===== config.mk =====
export PLATFORM = sky130hd
export DESIGN_NAME = dma_channel_arbiter
export DESIGN_NICKNAME = d
export VERILOG_FILES = /design/src/rtl/dma_arb_pkg.sv /design/src/rtl/dma_arb_pick.sv /design/src/rtl/dma_channel_arbiter.sv
export SDC_FILE = /design/constraint.sdc
export NUM_CORES = 2
export LEC_CHECK = 0
export BUFFER_PORTS_ARGS = -buffer_cell sky130_fd_sc_hd__buf_2
export CAP_MARGIN = 20
export CORE_ASPECT_RATIO = 1.1
export CORE_MARGIN = 2
export CORE_UTILIZATION = 43
export CTS_CLUSTER_DIAMETER = 150
export CTS_CLUSTER_SIZE = 28
export DETAILED_ROUTE_END_ITERATION = 10
export PLACE_DENSITY = 0.64
export RECOVER_POWER = 50
export SKIP_CTS_REPAIR_TIMING = 1
export SLEW_MARGIN = 20
export SYNTH_ARGS = -nofsm -noshare
export SYNTH_HDL_FRONTEND = slang
export SYNTH_HIERARCHICAL = 1
export SYNTH_SLANG_ARGS = --single-unit

===== constraint.sdc =====
create_clock -name AXI_aclk -period 111 [get_ports AXI_aclk]
set_input_delay 11.1 -clock AXI_aclk [delete_from_list [all_inputs] [get_ports AXI_aclk]]
set_output_delay 11.1 -clock AXI_aclk [all_outputs]
set_load 0.03 [all_outputs]

===== src/rtl/dma_arb_pkg.sv =====
// Shared types and widths for the DMA channel arbiter.
package dma_arb_pkg;

  localparam int unsigned CH_ID_W = 6;
  localparam int unsigned BEATS_W = 5;
  localparam int unsigned PRIO_W  = 4;
  localparam int unsigned SIZE_W  = 32;

  typedef enum logic [2:0] {
    IDLE,
    PICK,
    GRANT,
    WAIT_DONE,
    UPDATE
  } arb_state_t;

  typedef struct packed {
    logic              pending;
    logic [PRIO_W-1:0] prio;
    logic [SIZE_W-1:0] remaining;
  } arb_slot_t;

endpackage


===== src/rtl/dma_arb_pick.sv =====
// Combinational winner selection: highest priority pending slot.
// Tie-break is round-robin when DMA_ARB_ROUND_ROBIN_EN is defined, else lowest ID.
module dma_arb_pick
  import dma_arb_pkg::*;
#(
  parameter int unsigned NUM_CHANNELS = 32,
  parameter int unsigned PRIO_WIDTH   = 4,
  parameter int unsigned IDX_W        = $clog2(NUM_CHANNELS)
) (
  input  logic [NUM_CHANNELS-1:0] pending,
  input  logic [PRIO_WIDTH-1:0]   prio [NUM_CHANNELS],
`ifdef DMA_ARB_ROUND_ROBIN_EN
  input  logic [IDX_W-1:0]        last,
`endif
  output logic [IDX_W-1:0]        winner,
  output logic                    any_pending
);

  logic                  found;
  logic [PRIO_WIDTH-1:0] best;
  logic [IDX_W-1:0]      sel;

  // Strict '>' keeps the first candidate in search order on a priority tie.
  always_comb begin
    winner = '0;
    found  = 1'b0;
    best   = '0;
    sel    = '0;
    for (int k = 0; k < NUM_CHANNELS; k++) begin
`ifdef DMA_ARB_ROUND_ROBIN_EN
      sel = IDX_W'((32'(last) + 32'd1 + 32'(k)) % NUM_CHANNELS);
`else
      sel = IDX_W'(k);
`endif
      if (pending[sel] && (!found || (prio[sel] > best))) begin
        found  = 1'b1;
        best   = prio[sel];
        winner = sel;
      end
    end
    any_pending = |pending;
  end

endmodule


===== src/rtl/dma_channel_arbiter.sv =====
// Collects per-channel descriptors and issues one burst grant at a time.
// Optional round-robin tie-break: define DMA_ARB_ROUND_ROBIN_EN.
module dma_channel_arbiter
  import dma_arb_pkg::*;
#(
  parameter int unsigned NUM_CHANNELS    = 32,
  parameter int unsigned MAX_BURST_BEATS = 16,
  parameter int unsigned PRIO_WIDTH      = 4
) (
  input  logic               AXI_aclk,
  input  logic               AXI_aresetn,
  input  logic               arbSample,
  input  logic [CH_ID_W-1:0] arbCurrentChannelSample,
  input  logic [PRIO_W-1:0]  arbChannelPriority,
  input  logic [SIZE_W-1:0]  arbChannelTransferSize,
  input  logic               arbitrate,
  output logic               grant_valid,
  input  logic               grant_ready,
  output logic [CH_ID_W-1:0] grant_ch,
  output logic [BEATS_W-1:0] grant_beats,
  input  logic               burst_done,
  output logic               ch_done,
  output logic [CH_ID_W-1:0] ch_id,
  output logic               arbWriteTransactionsDone
);

  localparam int unsigned IDX_W = $clog2(NUM_CHANNELS);

  arb_state_t state, next_state;

  arb_slot_t             slots   [NUM_CHANNELS];
  arb_slot_t             slots_d [NUM_CHANNELS];
  logic [NUM_CHANNELS-1:0] pending_now;
  logic [NUM_CHANNELS-1:0] pending_next;
  logic [PRIO_WIDTH-1:0] prio_vec [NUM_CHANNELS];

  logic [IDX_W-1:0]   pick_win;
  logic [IDX_W-1:0]   cur_idx;
  logic [IDX_W-1:0]   smp_idx;
  logic               any_pending;
  logic               any_after;
  logic               smp_ok;
  logic               upd_zero;
  logic               upd_done;
  logic [SIZE_W-1:0]  pick_rem;
  logic [SIZE_W-1:0]  upd_rem;
  logic [BEATS_W-1:0] pick_beats;

  logic               grant_valid_d;
  logic               ch_done_d;
  logic [CH_ID_W-1:0] ch_id_d;
  logic               wtd_d;

`ifdef DMA_ARB_ROUND_ROBIN_EN
  logic [IDX_W-1:0]   last_q;
`endif

  always_comb begin
    for (int i = 0; i < NUM_CHANNELS; i++) begin
      pending_now[i]  = slots[i].pending;
      pending_next[i] = slots_d[i].pending;
      prio_vec[i]     = PRIO_WIDTH'(slots[i].prio);
    end
  end

  dma_arb_pick #(
    .NUM_CHANNELS (NUM_CHANNELS),
    .PRIO_WIDTH   (PRIO_WIDTH),
    .IDX_W        (IDX_W)
  ) u_pick (
    .pending     (pending_now),
    .prio        (prio_vec),
`ifdef DMA_ARB_ROUND_ROBIN_EN
    .last        (last_q),
`endif
    .winner      (pick_win),
    .any_pending (any_pending)
  );

  assign smp_ok     = arbSample && (32'(arbCurrentChannelSample) < NUM_CHANNELS);
  assign smp_idx    = IDX_W'(arbCurrentChannelSample);
  assign cur_idx    = IDX_W'(grant_ch);
  assign pick_rem   = slots[pick_win].remaining;
  assign pick_beats = (pick_rem > SIZE_W'(MAX_BURST_BEATS)) ? BEATS_W'(MAX_BURST_BEATS)
                                                            : BEATS_W'(pick_rem);
  assign upd_rem    = slots[cur_idx].remaining - SIZE_W'(grant_beats);
  assign upd_zero   = (upd_rem == '0);
  // A same-cycle sample to the current slot overrides the decrement, so it did not complete.
  assign upd_done   = upd_zero && !(smp_ok && (smp_idx == cur_idx));

  // Slot next-state: decrement in UPDATE, then sample overwrite wins.
  always_comb begin
    slots_d = slots;
    if (state == UPDATE) begin
      slots_d[cur_idx].remaining = upd_rem;
      if (upd_zero) slots_d[cur_idx].pending = 1'b0;
    end
    if (smp_ok) begin
      slots_d[smp_idx].pending   = 1'b1;
      slots_d[smp_idx].prio      = arbChannelPriority;
      slots_d[smp_idx].remaining = arbChannelTransferSize;
    end
  end

  assign any_after = |pending_next;

  always_ff @(posedge AXI_aclk or negedge AXI_aresetn) begin
    if (!AXI_aresetn) begin
      for (int i = 0; i < NUM_CHANNELS; i++) slots[i] <= '0;
    end else begin
      slots <= slots_d;
    end
  end

  always_ff @(posedge AXI_aclk or negedge AXI_aresetn) begin
    if (!AXI_aresetn) state <= IDLE;
    else              state <= next_state;
  end

  always_comb begin
    next_state = state;
    case (state)
      IDLE:      if (arbitrate && any_pending) next_state = PICK;
      PICK:      next_state = (pick_rem == '0) ? UPDATE : GRANT;
      GRANT:     if (grant_ready) next_state = WAIT_DONE;
      WAIT_DONE: if (burst_done) next_state = UPDATE;
      UPDATE:    next_state = any_after ? PICK : IDLE;
      default:   next_state = IDLE;
    endcase
  end

  always_comb begin
    grant_valid_d = (next_state == GRANT);
    ch_done_d     = (state == UPDATE) && upd_done;
    ch_id_d       = ch_done_d ? grant_ch : '0;
    wtd_d         = ((state == IDLE) && arbitrate && !any_pending) ||
                    ((state == UPDATE) && !any_after);
  end

  always_ff @(posedge AXI_aclk or negedge AXI_aresetn) begin
    if (!AXI_aresetn) begin
      grant_valid              <= 1'b0;
      grant_ch                 <= '0;
      grant_beats              <= '0;
      ch_done                  <= 1'b0;
      ch_id                    <= '0;
      arbWriteTransactionsDone <= 1'b0;
    end else begin
      grant_valid              <= grant_valid_d;
      ch_done                  <= ch_done_d;
      ch_id                    <= ch_id_d;
      arbWriteTransactionsDone <= wtd_d;
      if (state == PICK) begin
        grant_ch    <= CH_ID_W'(pick_win);
        grant_beats <= pick_beats;
      end
    end
  end

`ifdef DMA_ARB_ROUND_ROBIN_EN
  // Pointer tracks the last channel that actually received a grant.
  always_ff @(posedge AXI_aclk or negedge AXI_aresetn) begin
    if (!AXI_aresetn)                           last_q <= IDX_W'(NUM_CHANNELS - 1);
    else if ((state == PICK) && (pick_rem != '0)) last_q <= pick_win;
  end
`endif

endmodule


Word-level counts from Yosys, hierarchy flattened
Index checks and enable logic that the tools add are counted.

operators by class
  add/sub/neg operators = 1
  multipliers = 0
  divide/modulo/power cells = 0
  magnitude comparators = 38
  eq/ne operators = 6
  shift-type cells = 0
  muxes and demuxes = 125
  bitwise gates (word level) = 3
  reductions and logical operators = 112

operator list
  operator             number
  $bwmux 1184          5
  $mux 1184            3
  $demux 37 s5         5
  $bmux 37 s5          2
  $mux 32              6
  $mux 4               39
  $gt 4x4->1           31
  $mux 5               18
  $mux 37              2
  $logic_not 32->1     2
  $reduce_or 32->1     2
  $logic_and 1x1->1    41
  $mux 36              1
  $logic_not 1->1      34
  $mux 1               33
  $gt 32x5->1 const B  1
  $logic_or 1x1->1     32
  $sub 32x5->32        1
  $mux 3               8
  $ge 6x6->1 const B   3
  $not 5->6            3
  $pmux 3 s5           1
  $lt 6x1->1 const B   2
  $eq 3x2->1 const B   3
  other kinds (6)      7

storage, ports and cells
  flip-flop bits (word level) = 1205
  bits in latches = 0
  bits in writable memories = 0
  bits in read-only memories = 0
  input port bits = 48
  logic and storage cells = 388
  memories kept = 0

Longest topological paths before layout
  depth in word-level cells = 133
  gate-level depth with buffers = 284
  depth with buffers taken out = 276

Hierarchy
The synthesis kept the hierarchy.

modules (own cells, without submodules)
  module               times used  cells each  area each (µm²)  sequential area each (µm²)
  dma_channel_arbiter  1           7643        67684.9          30153.9
  dma_arb_pick         1           1037        6972.9           0.0

Worst setup path before layout
Ideal clock, no wire load.

  path type = reg2reg
  start = reg slots, in the netlist pending_now[0]
  end = reg grant_valid
  library setup time = 0.121 ns
  arrival time = 46.767 ns
  required time = 110.879 ns
  slack = 64.112 ns
  cell stages (with the launch flop) = 253
  clock period less this slack = 46.888 ns
  path through = dfrtp_1 > buf_6 > clkbuf_1 > nand2_1 > ha_1 > nor2b_1 > o211ai_1 > a21o_1 > and2_1 > a21o_1 > inv_1 > ha_1 > nor2b_1 > o211ai_1 > a31oi_1 > a311o_1 > nand2_1 > ha_1 > [... 217 more ...] > nor2b_1 > o21ai_0 > nand2b_1 > a21oi_1 > a41oi_1 > o21ai_0 > and2_1 > nand2_1 > clkbuf_1 > clkbuf_1 > clkbuf_1 > mux4_2 > mux4_2 > mux2_2 > nor4_1 > a21boi_0 > o21a_1 > nor2b_1

on the way
  longest elaborated chain between the ends = 133

RTL lines
  element                                               RTL line                    source
  start: declaration                                    dma_channel_arbiter.sv:31   arb_slot_t slots [NUM_CHANNELS];
  start signal: assignment                              dma_channel_arbiter.sv:111  slots <= slots_d;
  $mux 4 / $mux 1 (equally long branches)               dma_arb_pick.sv:35          if (pending[sel] && (!found || (prio[sel] > best))) begin
  $gt 4x4->1 / $logic_not 1->1 (equally long branches)  dma_arb_pick.sv:35
  $logic_or 1x1->1                                      dma_arb_pick.sv:35
  $logic_and 1x1->1                                     dma_arb_pick.sv:35
  $mux 4 / $mux 1 (equally long branches)               dma_arb_pick.sv:35
  $gt 4x4->1 / $logic_not 1->1 (equally long branches)  dma_arb_pick.sv:35
  $logic_or 1x1->1                                      dma_arb_pick.sv:35
  $logic_and 1x1->1                                     dma_arb_pick.sv:35
  [... 117 more ...]                                    n/a
  named net pick_win[1]                                 dma_channel_arbiter.sv:37   logic [IDX_W-1:0] pick_win;
  [... 1 more ...]                                      n/a
  $bmux 37 s5 *                                         dma_channel_arbiter.sv:83   assign pick_rem = slots[pick_win].remaining;
  $mux 32 (not written as such) * (2 in a row)          dma_channel_arbiter.sv:83
  $logic_not 32->1 *                                    dma_channel_arbiter.sv:124  PICK: next_state = (pick_rem == '0) ? UPDATE : GRANT;
  $mux 3 *                                              dma_channel_arbiter.sv:124
  $pmux 3 s5 *                                          dma_channel_arbiter.sv:122  case (state)
  named net next_state[1]                               dma_channel_arbiter.sv:29   arb_state_t state, next_state;
  $eq 3x2->1 *                                          dma_channel_arbiter.sv:133  grant_valid_d = (next_state == GRANT);
  named net grant_valid_d                               dma_channel_arbiter.sv:49   logic grant_valid_d;
  end signal: assignment                                dma_channel_arbiter.sv:149  grant_valid <= grant_valid_d;
  end: declaration                                      dma_channel_arbiter.sv:17   output logic grant_valid,

Mark *: on every way through the listed nets, which the timed path passes. The rest lies on a longest branch. The select of a mux whose other input is x is not followed.
A chain may end at the register's enable or synchronous reset.

Final worst setup path
Same ends and word-level chain as after synthesis.

==> out/results.md <==
| Item | Value | Unit |
| --- | --- | --- |
| Total CTS buffers | 49 | - |
| # setup viols final | 0 | - |
| Clock latency on the worst-skew pair | 770 | ps |
| Slowest cell on the critical path | sky130_fd_sc_hd__o41ai_1 | - |
| Time the final worst path needs with I/O delays and setup | 56620 | ps |
| Die Footprint | 177000 | sq um |
| Crit path largest cell delay | 910 | ps |
| Post-synthesis cell type with the largest combined area | sky130_fd_sc_hd__dfrtp_1 | - |
| Most used flip-flop cell after synthesis | sky130_fd_sc_hd__dfrtp_1 | - |
| Status | complete, but fails checks | - |
| Maximum number of pins on one net before global-route repair | 156 | - |
| Floorplan Core Area | 173000 | sq um |
| Buffers from clock root to sink, at most | 3 | - |
| Mean post-synth cell area | 8.60 | sq um |
| Placed instance count | 10.4k | - |
| Final cycle utilization of the critical path | 51.0 | % |
| Violations in the final reports | max-capacitance violations, max-slew violations | - |
| Global Route Usage Sum | 37.1 | % |
| Kind of cell with the highest combined delay on the critical path | compound AO/OA/AOI/OAI gates | - |
| Number of top-level pins | 68 | - |
| Kind of path behind the tightest hold check | flip-flop to flip-flop | - |
| Ratio of cells with drive above 1 in the final layout | 8.54 | % |
| Worst Path Required | 111660 | ps |
| Max-capacitance violation count | 37 | - |
| Post-layout instance count excluding filler cells | 10.5k | - |
| Synthesized flop and latch total | 1205 | - |
| Total standard cell area after synthesis | 74700 | sq um |
| Least-Margin Pin Slew | 8870 | ps |
| Total number of clock tree sinks | 1205 | - |
| Chip height | 441 | um |
| Layout area overhead | 4.27 | % |
| Total non-filler cell area in the finished layout | 77800 | sq um |
| Drt pass-1 iters | 7 | - |
| Setup TNS | 0 | ps |
| Port Buffers | 65 | - |
| Share of the yosys chip area belonging to registers | 40.4 | % |
| Initial DRC count | 10.1k | - |
| Count of mapped cells out of synthesis | 8680 | - |
| Number of nets in the finished design | 8367 | - |
| Critical path type | flip-flop to flip-flop | - |
| Max Clock Skew | 51.0 | ps |
| Detailed Place HPWL | 224 | mm |
| Final Hold Vio Count | 0 | - |
| Via count | 69.8k | - |
| Number of global-route vias before repair | 65.9k | - |
| Synth cell count leaders | 1370 x sky130_fd_sc_hd__nand2_1, 1205 x sky130_fd_sc_hd__dfrtp_1, 966 x sky130_fd_sc_hd__o21ai_0 | - |
| Number of warnings printed during yosys synthesis | 6 | - |
| Post-detailed-route DRC marker count | 0 | - |
| Cell seen most often among critical-path stages | sky130_fd_sc_hd__a21oi_1 | - |
| Unrepaired setup endpoints after global routing | false | - |
| Via-per-instance ratio | 6.66 | - |
| Endpoint class of the critical path | flip-flop | - |
| Residual overflow from global routing | 0 | - |
| Maximum net fanout on the critical path | 18 | - |
| FFs w/ async S/R, synth | 100 | % |
| Smallest hold slack | 496 | ps |
| Timing-limited maximum frequency | 17.7 | MHz |
| Routed wirelength normalized by instance count | 32.2 | um |
| CTS tree | yes | - |
| First-pass GRT wire length | 481 | mm |
| Cell area after placement | 76700 | sq um |
| Final wirelength | 338 | mm |
| Std cell rows | 160 | - |
| Cell at the root of the clock tree | sky130_fd_sc_hd__clkbuf_16 | - |
| Number of distinct library cell variants in the gate-level netlist after synthesis | 118 | - |
| Clock-pin slew on the worst setup and hold paths | 120 | ps |
| Starting Density | 43.2 | % |
| Ranking of synthesized cells by area | sky130_fd_sc_hd__dfrtp_1 40%, sky130_fd_sc_hd__mux2i_1 11%, sky130_fd_sc_hd__nand2_1 6.9% | - |
| Worst slew margin relative to its limit | -491 | % |
| Arrival time of the worst setup path | 57280 | ps |
| Number of H-tree branching levels | 2 | - |
| Critical path startpoint category | flip-flop | - |
| Width of the chip | 401 | um |
| Filler cell count | 16.6k | - |
| Pins Over Slew Limit | 2122 | - |
| Share of Yosys cell area claimed by the top area cell type | 40.4 | % |
| Routed Antenna Nets | 0 | - |
| Final weighted congestion in routability-driven placement | 1.05 | - |
| Antenna violations before repair | 16 | - |
| Number of flops mapped to enable cells by yosys | 0 | - |
| Count of buffering cells on the critical path with inverters included | 5 | - |
| Library cell with the highest instance count after synthesis | sky130_fd_sc_hd__nand2_1 | - |
routing by layer:
metal / GRT usage [%] / vias up / routed length [um]
met5: 0 / - / 98
met4: 26.8 / 16 / 29400
met3: 8.96 / 1183 / 36600
met2: 56.2 / 4618 / 146000
met1: 46.4 / 34069 / 126000
li1: - / 29947 / -
through the flow:
| stage | utilization [%] | setup WS, ps |
|---|---|---|
| after global placement | 44.4 | 56390 |
| after CTS | 45.2 | 55440 |
| after detailed placement | 44.4 | 55630 |
| final | 45.1 | 54380 |
| after global routing | 45.1 | 50040 |
| after floorplan | - | 64110 |
cell type report:
class / count / area [sq um] / share of cell area (%)
sequential: 1205 / 30200 / 38.7
inverter: 129 / 484 / 0.622
multi-input combinational: 6563 / 41300 / 53.1
antenna: 6 / 15.0 / 0.0193
clock inverter: 4 / 63.8 / 0.0820
clock buffer: 52 / 1280 / 1.64
tap: 2268 / 2840 / 3.65
timing repair buffer: 265 / 1710 / 2.20
worst paths after layout:
check	startpoint	slack (ps)	cells after the start	to
setup / recovery	pending_now[0]	54380	251	grant_valid
max in group asynchronous	AXI_aresetn	84100	3	slots[882]
min in group asynchronous	AXI_aresetn	13750	1	slots[120]
hold reg to reg	prio_vec[52]	500	2	prio_vec[52]
setup reg to reg	pending_now[0]	54380	251	grant_valid
hold / removal	prio_vec[52]	500	2	prio_vec[52]
logic make-up (layout without fill, tap and decap cells):
kind of cell	count (synthesis)	after routing	share of synthesized area (%)
flops	1205	1205	40.4
fa+ha+maj	108	108	1.82
other cells	1	8	0.00502
compound gates	2459	2459	18.9
xor+xnor	33	33	0.387
mux	1036	1036	15.9
simple gates	2925	2925	17.5
buf+inv	913	450	5.11
sequential cells by signal, summed over array words and instances (netlist names), 3 cells and up:
name	count
grant_ch	5
slots	1024
grant_beats	5
state	3
ch_id	5
pending_now	32
prio_vec	128
worst register-to-register path: cells and delay by family (launching register included):
kind,cells,cell delay [ps]
muxes,5,1550
adders and majority gates,33,10010
AOI/OAI and AO/OA,150,33330
buffers and inverters,5,690
DFF,1,710
and+or+nand+nor,58,10240
layout by cell type (no fill, tap or decap), types with 135 or more instances in the layout:
| cell | count |
|---|---|
| sky130_fd_sc_hd__a21oi_1 | 746 |
| sky130_fd_sc_hd__a31oi_1 | 135 |
| sky130_fd_sc_hd__buf_4 | 162 |
| sky130_fd_sc_hd__dfrtp_1 | 1204 |
| sky130_fd_sc_hd__mux2i_1 | 806 |
| sky130_fd_sc_hd__nand2_1 | 1343 |
| sky130_fd_sc_hd__nor2_1 | 837 |
| sky130_fd_sc_hd__nor4_1 | 163 |
| sky130_fd_sc_hd__o21ai_0 | 965 |
| sky130_fd_sc_hd__o22ai_1 | 226 |
Power is not shown: default switching activity piles up to over one toggle a cycle in this logic, so the estimate is an artifact.
